$ cat src/rtl/lc3_ctrl_pkg.sv
// rtl/lc3_ctrl_pkg.sv - state codes, instruction classes and detail codes for the LC-3 sequencer
package lc3_ctrl_pkg;

  localparam logic [3:0] ST_RESET      = 4'b0000;
  localparam logic [3:0] ST_FETCH      = 4'b0001;
  localparam logic [3:0] ST_DECODE     = 4'b0010;
  localparam logic [3:0] ST_EXECUTE    = 4'b0011;
  localparam logic [3:0] ST_READ_MEM   = 4'b0100;
  localparam logic [3:0] ST_READ_IND   = 4'b0101;
  localparam logic [3:0] ST_WRITE_MEM  = 4'b0110;
  localparam logic [3:0] ST_UPDATE_PC  = 4'b1000;
  localparam logic [3:0] ST_UPDATE_REG = 4'b1001;
  localparam logic [3:0] ST_ERROR      = 4'b1111;

  localparam logic [1:0] CLS_ARITH = 2'b00;
  localparam logic [1:0] CLS_GOTO  = 2'b01;
  localparam logic [1:0] CLS_LDST  = 2'b10;
  localparam logic [1:0] CLS_BAD   = 2'b11;

  localparam logic [3:0] DET_LEA = 4'b0110;
  localparam logic [3:0] DET_LD  = 4'b0010;
  localparam logic [3:0] DET_LDI = 4'b0001;
  localparam logic [3:0] DET_ST  = 4'b0100;
  localparam logic [3:0] DET_STI = 4'b0000;
  localparam logic [3:0] DET_JSR = 4'b1000;

  // States that hold mem_en and wait for the mem_rdy pulse.
  function automatic logic is_mem_state(input logic [3:0] s);
    return (s == ST_FETCH) || (s == ST_READ_IND) ||
           (s == ST_READ_MEM) || (s == ST_WRITE_MEM);
  endfunction

endpackage

$ cat src/rtl/lc3_mem_wait.sv
// rtl/lc3_mem_wait.sv - mem_rdy wait counter raising timeout_o when a memory wait runs too long
module lc3_mem_wait #(
  parameter int TIMEOUT_CYCLES = 64
) (
  input  logic clk_i,
  input  logic rst_ni,
  input  logic clear_i,
  input  logic waiting_i,
  input  logic mem_rdy_i,
  output logic timeout_o
);

  localparam int CW = $clog2(TIMEOUT_CYCLES + 1);

  logic [CW-1:0] cnt_q, cnt_d;

  always_comb begin
    cnt_d = cnt_q;
    if (clear_i) begin
      cnt_d = '0;
    end else if (waiting_i && !mem_rdy_i && (cnt_q != CW'(TIMEOUT_CYCLES))) begin
      cnt_d = cnt_q + CW'(1);
    end
  end

  always_ff @(posedge clk_i or negedge rst_ni) begin
    if (!rst_ni) begin
      cnt_q <= '0;
    end else begin
      cnt_q <= cnt_d;
    end
  end

  // Fires on the cycle whose closing edge would bring the count to the limit.
  assign timeout_o = waiting_i && !mem_rdy_i && (cnt_q == CW'(TIMEOUT_CYCLES - 1));

endmodule

$ cat src/rtl/lc3_controller.sv
// rtl/lc3_controller.sv - LC-3 multi-cycle sequencer; optional mem_rdy timeout under LC3_MEM_TIMEOUT_EN
module lc3_controller
  import lc3_ctrl_pkg::*;
#(
  parameter int COUNT_W = 16
`ifdef LC3_MEM_TIMEOUT_EN
  , parameter int TIMEOUT_CYCLES = 64
`endif
) (
  input  logic               clock,
  input  logic               reset,
  input  logic [5:0]         c_control,
  input  logic               f_control,
  input  logic               m_control,
  input  logic               mem_rdy,
  output logic [3:0]         state,
  output logic               mem_en,
  output logic               mem_we,
  output logic               ind_sel,
  output logic               pc_inc,
  output logic               pc_load,
  output logic               rf_we,
  output logic               halted,
  output logic [COUNT_W-1:0] instr_count
);

  logic [3:0]         state_q, state_d;
  logic [1:0]         cls_q, cls_d;
  logic               is_jsr_q, is_jsr_d;
  logic               is_sti_q, is_sti_d;
  logic               via_ind_q, via_ind_d;
  logic               pc_inc_q, pc_inc_d;
  logic [COUNT_W-1:0] count_q, count_d;
  logic               retire;

`ifdef LC3_MEM_TIMEOUT_EN
  logic timeout;

  lc3_mem_wait #(
    .TIMEOUT_CYCLES(TIMEOUT_CYCLES)
  ) u_mem_wait (
    .clk_i    (clock),
    .rst_ni   (reset),
    .clear_i  (state_d != state_q),
    .waiting_i(is_mem_state(state_q)),
    .mem_rdy_i(mem_rdy),
    .timeout_o(timeout)
  );
`endif

  always_comb begin
    state_d   = state_q;
    cls_d     = cls_q;
    is_jsr_d  = is_jsr_q;
    is_sti_d  = is_sti_q;
    via_ind_d = via_ind_q;

    case (state_q)
      ST_RESET: state_d = ST_FETCH;

      ST_FETCH: if (mem_rdy) state_d = ST_DECODE;

      ST_DECODE: begin
        cls_d   = c_control[5:4];
        state_d = (c_control[5:4] == CLS_BAD) ? ST_ERROR : ST_EXECUTE;
      end

      ST_EXECUTE: begin
        case (cls_q)
          CLS_ARITH: state_d = ST_UPDATE_REG;
          CLS_GOTO: begin
            if ((c_control[3:0] & DET_JSR) != 4'b0000) begin
              is_jsr_d = 1'b1;
              state_d  = ST_UPDATE_REG;
            end else if (f_control) begin
              state_d = ST_UPDATE_PC;
            end else begin
              state_d = ST_FETCH;
            end
          end
          CLS_LDST: begin
            case (c_control[3:0])
              DET_LEA: state_d = ST_UPDATE_REG;
              DET_LD:  state_d = ST_READ_MEM;
              DET_LDI: state_d = ST_READ_IND;
              DET_ST:  state_d = ST_WRITE_MEM;
              DET_STI: begin
                if (m_control) begin
                  is_sti_d = 1'b1;
                  state_d  = ST_READ_IND;
                end else begin
                  state_d = ST_ERROR;
                end
              end
              default: state_d = ST_ERROR;
            endcase
          end
          default: state_d = ST_ERROR;
        endcase
      end

      ST_READ_IND: begin
        if (mem_rdy) begin
          via_ind_d = 1'b1;
          state_d   = is_sti_q ? ST_WRITE_MEM : ST_READ_MEM;
        end
      end

      ST_READ_MEM:   if (mem_rdy) state_d = ST_UPDATE_REG;
      ST_WRITE_MEM:  if (mem_rdy) state_d = ST_FETCH;
      ST_UPDATE_REG: state_d = is_jsr_q ? ST_UPDATE_PC : ST_FETCH;
      ST_UPDATE_PC:  state_d = ST_FETCH;
      ST_ERROR:      state_d = ST_ERROR;
      default:       state_d = ST_ERROR;
    endcase

`ifdef LC3_MEM_TIMEOUT_EN
    if (timeout) state_d = ST_ERROR;
`endif

    // RESET -> FETCH is deliberately excluded: only completed instructions retire.
    retire = (state_d == ST_FETCH) &&
             ((state_q == ST_EXECUTE) || (state_q == ST_WRITE_MEM) ||
              (state_q == ST_UPDATE_REG) || (state_q == ST_UPDATE_PC));

    count_d = retire ? count_q + COUNT_W'(1) : count_q;
    if (retire) begin
      is_jsr_d  = 1'b0;
      is_sti_d  = 1'b0;
      via_ind_d = 1'b0;
    end

    pc_inc_d = (state_q == ST_FETCH) && mem_rdy;
  end

  always_ff @(posedge clock or negedge reset) begin
    if (!reset) begin
      state_q   <= ST_RESET;
      cls_q     <= CLS_ARITH;
      is_jsr_q  <= 1'b0;
      is_sti_q  <= 1'b0;
      via_ind_q <= 1'b0;
      pc_inc_q  <= 1'b0;
      count_q   <= '0;
    end else begin
      state_q   <= state_d;
      cls_q     <= cls_d;
      is_jsr_q  <= is_jsr_d;
      is_sti_q  <= is_sti_d;
      via_ind_q <= via_ind_d;
      pc_inc_q  <= pc_inc_d;
      count_q   <= count_d;
    end
  end

  // Strobes are decoded from registered state only, so reset drops them asynchronously.
  always_comb begin
    mem_en  = is_mem_state(state_q);
    mem_we  = (state_q == ST_WRITE_MEM);
    ind_sel = ((state_q == ST_READ_MEM) && via_ind_q) ||
              ((state_q == ST_WRITE_MEM) && is_sti_q);
    rf_we   = (state_q == ST_UPDATE_REG);
    pc_load = (state_q == ST_UPDATE_PC);
    halted  = (state_q == ST_ERROR);
  end

  assign state       = state_q;
  assign pc_inc      = pc_inc_q;
  assign instr_count = count_q;

endmodule

$ cat config.mk
export PLATFORM = sky130hd
export DESIGN_NAME = lc3_controller
export DESIGN_NICKNAME = d
export VERILOG_FILES = /design/src/rtl/lc3_ctrl_pkg.sv /design/src/rtl/lc3_mem_wait.sv /design/src/rtl/lc3_controller.sv
export SDC_FILE = /design/constraint.sdc
export NUM_CORES = 1
export LEC_CHECK = 0
export ABC_CLOCK_PERIOD_IN_PS = 5000
export CAP_MARGIN = 20
export CORE_ASPECT_RATIO = 0.8
export CORE_UTILIZATION = 53
export DETAILED_ROUTE_END_ITERATION = 10
export GPL_ROUTABILITY_DRIVEN = 1
export PLACE_DENSITY = 0.85
export SETUP_SLACK_MARGIN = 0.02
export SYNTH_ARGS = -nofsm -noshare
export SYNTH_HDL_FRONTEND = slang
export SYNTH_SLANG_ARGS = --single-unit
$ cat constraint.sdc
create_clock -name clock -period 5 [get_ports clock]
set_input_delay 0.5 -clock clock [delete_from_list [all_inputs] [get_ports clock]]
set_output_delay 0.5 -clock clock [all_outputs]
set_load 0.01 [all_outputs]
## Yosys cells after proc, flatten, opt, wreduce, memory -nomap -nowiden

Index checks and enable logic that the tools add are counted.

- Bits in registers: 26
- Logic and storage cells: 76
- Bits of input ports: 11
- Output and inout bits: 27
- Latch bits: 0
- Memories kept: 0
- Memory bits (writable): 0
- Bits in read-only memories: 0

- Add/sub/neg operators: 1
- Eq/ne operators: 17
- Shift-type cells: 0
- Muxes and demuxes: 25
- Multiply operators: 0
- $lt $le $gt $ge: 0
- Divide/modulo/power cells: 0
- Bitwise gates (word level): 0
- Reduce and logical (&&, ||, !) cells: 26

Operator list:

| cell | count |
|---|---|
| 2-to-1 mux 4 bit | 9 |
| one-hot mux 4 bit (8 select lines) | 1 |
| == test 4 x 3 -> 1 bit (second input constant) | 5 |
| one-hot mux 4 bit (5 select lines) | 1 |
| adder 16 x 1 -> 16 bit (second input constant) | 1 |
| nonzero test 2 bit | 8 |
| == test 4 x 1 -> 1 bit (second input constant) | 3 |
| == test 4 x 2 -> 1 bit (second input constant) | 3 |
| == test 4 bit (second input constant) | 3 |
| 2-to-1 mux 1 bit | 12 |
| one-hot mux 4 bit (3 select lines) | 1 |
| zero test 4 bit | 2 |
| logical OR 1 bit | 7 |
| == test 2 bit (second input constant) | 2 |
| logical AND 1 bit | 4 |
| AND reduction 4 bit | 1 |
| AND reduction 3 bit | 1 |
| == test 2 x 1 -> 1 bit (second input constant) | 1 |
| zero test 2 bit | 1 |
| 2-to-1 mux 2 bit | 1 |
| AND reduction 2 bit | 1 |
| OR reduction 2 bit | 1 |

## Depth between registers and ports, before layout

- Depth after elaboration: 8
- Gate-level depth with buffers: 9
- Mapped depth without buffers: 6

## Least setup slack after synthesis

Ideal clock, no wire load.

- Path type: input-to-reg
- Start: in c_control[1]
- End: reg count_q[8] (netlist: instr_count[8])
- Setup time: 0.129 ns
- Slack: 3.082 ns
- Data arrival time: 1.789 ns
- Path buffers: 1
- Stages: 7
- Required time: 4.871 ns
- Path through: or4_1 > nand4_1 > a31oi_1 > nand4_4 > buf_4 > nor2_1 > xor2_1

- Longest elaborated chain between the ends: 6
- Elaborated cells between the ends (all ways): 10
- Those cells by class: eq/ne (5); mux (3); reduce/logical (2)

RTL lines:

| what | line | text |
|---|---|---|
| start: declaration | lc3_controller.sv:12 | `input logic [5:0] c_control,` |
| == test 4 x 3 -> 1 bit, or another cell as far along | lc3_controller.sv:82 | `case (c_control[3:0])` |
| one-hot mux 4 bit (5 select lines) * | lc3_controller.sv:82 |  |
| one-hot mux 4 bit (3 select lines) * | lc3_controller.sv:69 | `case (cls_q)` |
| one-hot mux 4 bit (8 select lines) * | lc3_controller.sv:58 | `case (state_q)` |
| == test 4 x 1 -> 1 bit * | lc3_controller.sv:122 | `retire = (state_d == ST_FETCH) &&` |
| logical AND 1 bit * | lc3_controller.sv:122 |  |
| end signal: assignment | lc3_controller.sv:152 | `count_q <= count_d;` |
| end: declaration | lc3_controller.sv:33 | `logic [COUNT_W-1:0] count_q, count_d;` |

Every way passes the cells marked *; elsewhere a longest branch is shown, timed or not.
A chain may end at the register's enable or synchronous reset.

## Final worst setup path

- Start: reg state_q[3] (netlist: state[3])
- End: out pc_load

- Longest elaborated chain between the ends: 1

RTL lines:

| what | line | text |
|---|---|---|
| start: declaration | lc3_controller.sv:27 | `logic [3:0] state_q, state_d;` |
| start signal: assignment | lc3_controller.sv:146 | `state_q <= state_d;` |
| == test 4 bit | lc3_controller.sv:163 | `pc_load = (state_q == ST_UPDATE_PC);` |
| end: declaration | lc3_controller.sv:21 | `output logic pc_load,` |

No other way between the ends.

==> impl_metrics.yaml <==
layout:
  multi_input_area_sq_um: 822.0
  ff_latch_area_sq_um: 650.6
  area_growth_pct: 28.84
  fill_cells: 219
  layout_common_cells: "clkdlybuf4s50_1, dfrtp_1, nor2_1, xor2_1, nand2_1"
  diodes: 0
  utilization: 0.7176
  drive_above_1_share: 0.08947
  final_common_cell: "clkdlybuf4s50_1"
  fin_nets: 203
  final_area_sq_um: 1984
clock_tree:
  holdBufCountCts: 0
  clk_path_buf_depth: 2
  cts.clk_slew.worst_paths_ns: 0.14
  post_cts_buffers: 0
  cts_sinks: 26
  cts.htree.levels: 1
  clk_latency_ns: 0.32
  post_cts_resized: 0
  cts_tree: "done"
  root_buffer: "clkbuf_4"
  cts_made_buffers: 3
drt:
  drt_wl_total_microns: 3410
  vias: 1311
  route.detailed.drc: 0
  vias_per_cell: 5.750
  drt_iter0_drc: 88
  drt_pass1_iterations: 4
  wl_per_cell_microns: 14.96
  antenna_left: 0
placement:
  place_congestion: 0.8718
  post-dp-hpwl_microns: 2442
  dpl_cell_area_sq_um: 1932
  io_buffers: 37
synth:
  async_flop_share: 1.000
  syn_area_per_cell_sq_um: 9.937
  yosysTopAreaCell: "dfrtp_1"
  synth_cells: 155
  synth_cell_types: 49
  synth_top_cells_by_area: "dfrtp_1, xor2_1, nor2_1"
  syn_nets: 167
  syn-cell-area_sq_um: 1540
  synth.top_cell.area_share: 0.4224
  ys.warnings.count: 0
  synth_top_flop_cell: "dfrtp_1"
  ys_seq_area_frac: 0.4224
  synth_edf_count: 0
  ys_ff_latch: 26
sta:
  fin_tns_setup_ns: 0
  slew_headroom: 0.5684
  final-setup-viol-count: 0
  worstMarginPinSlew_ns: 0.6454
  post-route-min-period_ns: 2.728
  rsz0062_at_grt: "no"
  maxSlewViolCount: 0
  post-route-period-util: 0.5457
  fmax_mhz: 366.5
  hold_viol_final: 0
  fin_skew_ns: 0.002984
critical_path:
  slowest_delay_ns: 0.70
  start_kind: "flop"
  crit_type: "reg2out"
  critical_path_buf_inv_count: 1
  r2r_setup_slack_ns: 2.60
  crit_chain: "nor3b_1 -> nor2b_1 -> clkdlybuf4s50_1"
  worst_ep_arrival_time_ns: 2.23
  end_kind: "output port"
  cp_slowest_cell: "dfrtp_1"
  cpLargestDelayFamily: "flip-flops"
  critPathMaxFanout: 18
  required_ns: 4.50
die:
  start_util: 0.5570
  fp.dieH_microns: 50.22
  die-area_sq_um: 3127
  rows: 17
  core_sq_um: 2765
  pin_count: 38
  fp.dieW_microns: 62.27
pwr:
  power_density_nw_per_um2: 188.5
  leakage_nw: 0.8575
  vdd_drop_max_mv: 0.1341
global_route:
  grt_overflow: 0
  grt_pass1_vias: 1263
  grt.total_usage: 0.2362
  antenna_found_initial: 0
  grt_max_degree: 21
  grt_pass1_wl_microns: 5858
outcome:
  status: "finished, final reports clean"
flow_run:
  maxCapViolCount: 0
hold_path:
  hp-class: "reg2reg"
-- power by group --
| part | internal (mW) | total, mW | switching (mW) |
|---|---|---|---|
| combinational | 0.00966 | 0.0193 | 0.00966 |
| sequential | 0.210 | 0.210 | 0 |
| clock | 0.0811 | 0.144 | 0.0633 |
| total | 0.301 | 0.374 | 0.0729 |
-- metrics by stage --
| stage | setup slack, ns | std cells | power (mW) | hold WS (ns) |
|---|---|---|---|---|
| 2_1_floorplan | 3.082 | 155 | 0.2172 | 0.2044 |
| 6_report | 2.272 | 228 | 0.3740 | 0.4871 |
| 4_1_cts | 2.279 | 228 | 0.3768 | 0.4847 |
| 5_1_grt | 2.194 | 228 | 0.3866 | 0.5067 |
| 3_3_place_gp | 2.405 | 223 | 0.2319 | 0.4607 |
| 3_5_place_dp | 2.292 | 224 | 0.2338 | 0.4637 |
-- metal layers --
layer / global-route usage / up-vias / routed length (microns)
li1: - / 632 / -
met4: 0.06202 / 0 / 37
met2: 0.4011 / 35 / 1659
met3: 0.04318 / 6 / 146
met5: 0 / - / 0
met1: 0.3150 / 638 / 1566
-- path summary, 6_finish.rpt --
| path | cells after the start | start | end |
|---|---|---|---|
| hold reg to reg | 1 | instr_count[15]$_DFFE_PN0P_ | instr_count[15]$_DFFE_PN0P_ |
| max in group asynchronous | 2 | reset | via_ind_q$_DFFE_PN0P_ |
| hold / removal | 1 | instr_count[15]$_DFFE_PN0P_ | instr_count[15]$_DFFE_PN0P_ |
| setup / recovery | 3 | state[3]$_DFF_PN0_ | pc_load |
| min in group asynchronous | 1 | reset | instr_count[10]$_DFFE_PN0P_ |
| setup reg to reg | 5 | state[0]$_DFF_PN0_ | instr_count[1]$_DFFE_PN0P_ |
-- flip-flops by register name, summed over array words and instances (netlist names) --
signal,count
instr_count,16
state,4
cls_q,2
is_jsr_q,1
is_sti_q,1
pc_inc,1
via_ind_q,1
-- area by class of cell --
type,instances,area share
Clock buffer,3,0.01135
Clock inverter,1,0.01513
Inverter,7,0.01324
Multi-Input combinational cell,115,0.4143
Sequential cell,26,0.3279
Tap cell,38,0.02396
Timing Repair Buffer,38,0.1942
-- cells by family (layout without fill, tap and decap cells) --
kind of cell | after synthesis | in the layout | share of synthesized area
AND/OR/NAND/NOR | 71 | 71 | 0.2925
flip-flops | 26 | 26 | 0.4224
AO/OA/AOI/OAI | 22 | 22 | 0.1072
XOR/XNOR | 16 | 16 | 0.09098
buffers and inverters | 14 | 49 | 0.04386
multiplexers | 5 | 5 | 0.03493
adder cells (fa/ha/maj) | 1 | 1 | 0.008122
-- worst register-to-register path, stage by stage (launching register included) --
cell,delay (ns)
dfrtp_1,0.74
nand2_1,0.18
nor3_1,0.43
a31oi_1,0.25
nand4_4,0.32
mux2_2,0.38
-- synth_stat cells, types with 2 or more instances --
cell / number
nand2_1: 9
mux2i_1: 2
xor2_1: 11
nor3b_1: 3
nor3_1: 4
buf_2: 2
mux2_2: 3
a21oi_1: 4
nor4bb_1: 2
o22ai_1: 2
nor4_2: 4
o21ai_0: 4
dfrtp_1: 26
nor2b_1: 2
nand3_1: 6
inv_1: 6
and3_1: 3
nand2b_1: 5
nor2_1: 16
o21a_1: 2
xnor2_1: 5
clkbuf_1: 2
nand4_1: 4
a211oi_1: 3
Note: power is estimated with default switching activity, not from simulation.
==> patch (same flow settings) <==
Put one more register stage on the output `instr_count`, without a reset. The value now appears one clock later. The other outputs are not delayed to match.
--- a/src/rtl/lc3_controller.sv
+++ b/src/rtl/lc3_controller.sv
@@ -166,7 +166,9 @@
 
   assign state       = state_q;
   assign pc_inc      = pc_inc_q;
-  assign instr_count = count_q;
+  always_ff @(posedge clock) begin
+    instr_count <= count_q;
+  end
 
 endmodule
 
Check against the original RTL: not equivalent (a bounded check fails within 10 cycles, from zero or initial values and one cycle with reset low).
==> patch against the original RTL <==
Routed wire length rose by 17%. Sequential cell count rose by 16. Non-clock buffer count grew 1. First-iteration DRC count increased by 63%. Design area increased by 19%. Area after synthesis rose by 21%. Total power grew 70%. Worst setup slack gained 130 ps. Critical endpoint is now ind_sel.
==> patch: results (changes against the original RTL) <==
non-filler cells, final=252 (+11%); DR WL met3=311 um (+110%); Setup crit start=state[2]; multi-input combinational area share=0.343 (-0.0712); Non-clk invs=6 (-1); FF+latch count, synth=42 (+62%); #MultiIn Comb=117 (+1.7%); critical path endpoint=ind_sel; Post-Route WL=3.98 mm (+17%); Hold Path Stages=0 (-1); R2R Path Start=state[1]; vias in the first global route=1311 (+3.8%); nonclk buf count=39 (+2.6%); CTS buffer count=5 (+2); DPL Wire Length=2.80 mm (+15%); layout cells sized above 1=0.0755 (-0.0140); initial antenna violation count=0 (unchanged); Worst Hold Endpoint=instr_count[15]; register area=971 um2 (+49%); commonest cells in the netlist=dfrtp_1 (26), dfxtp_1 (16), xor2_1 (16); worst-skew pair later-pin latency=290 ps (-30 ps); dominant cells by area after synthesis=dfrtp_1 (35%), dfxtp_1 (17%), xor2_1 (7.5%); WL met1=1.87 mm (+19%); Yosys cell types=43 (-12%); async set-or-reset flop fraction in the synthesized netlist=0.619 (-0.381); Reg2Reg Depth=5 (unchanged); fin nets=223 (+9.9%); Syn Area/Cell=10.8 um2 (+8.6%); sequential fraction of the synthesis area=0.520 (+0.0977); # clk buffers=7 (+4); CTS Buffer Depth=2 (unchanged); slowest cell delay on critical path=730 ps (+30 ps); min cycle time layout=2600 ps (-131 ps); cell count after placement=243 (+8.5%); vias per inst=5.86 (+1.9%); Worst slew margin=0.573 (+0.00451); Primary FF master, synth=dfrtp_1; status=finished clean; buffering overhead=0.166 (-0.0280); drt first pass iters=4 (unchanged); DRT iter0 DRCs=143 (+63%); sw power=124 uW (+70%); Root Driver=clkbuf_8; Worst R2R End=count_q[1]; met2 WL=1.76 mm (+5.8%); Lkg Pwr=0.00111 uW (+29%); max layer used=met4; gr usage total=0.241 (+0.00479); Setup Skew=12.9 ps (+9.89 ps); worst path arrival time=2100 ps (-130 ps); DP Worst Slack=1970 ps (-327 ps); Final GP Congestion=0.947 (+8.6%); Hold Crit Start=count_q[15]; hold_ws=405 ps (-82.0 ps); FILL cells=223 (+1.8%); largest net degree at the start of global routing=19 (-9.5%); Net Count, Synth=185 (+11%); first-pass GRT wire length=6.31 mm (+7.8%); Max VDD drop=0.000237 V (+76%); H-tree levels=2 (+1)
## patch: kinds of logic after synthesis
logic type | synth area share
flip-flops | 0.520
buffers and inverters | 0.0456
AO/OA/AOI/OAI | 0.103
adder cells (fa/ha/maj) | 0.00670
AND/OR/NAND/NOR | 0.233
multiplexers | 0.0174
XOR/XNOR | 0.0751
## patch: metal layers
metal | global-route usage | vias up
met4 | 0.0868 | 0
li1 | - | 698
met1 | 0.334 | 710
met2 | 0.335 | 60
met5 | 0 | -
met3 | 0.100 | 8
## patch: per-stage QoR
stage	instance area (um2)	power, uW
after floorplan	1870	350
after global placement	2220	366
after detailed placement	2240	368
after CTS	2360	636
after global routing	2360	653
final	2360	636
## patch: power groups by stage
stage,Combinational [uW],Clock (uW),Sequential (uW)
2_1_floorplan,4.85,0,346
3_3_place_gp,20.8,0,346
3_5_place_dp,22.6,0,346
4_1_cts,22.6,274,338
5_1_grt,25.4,289,339
6_report,22.8,275,338
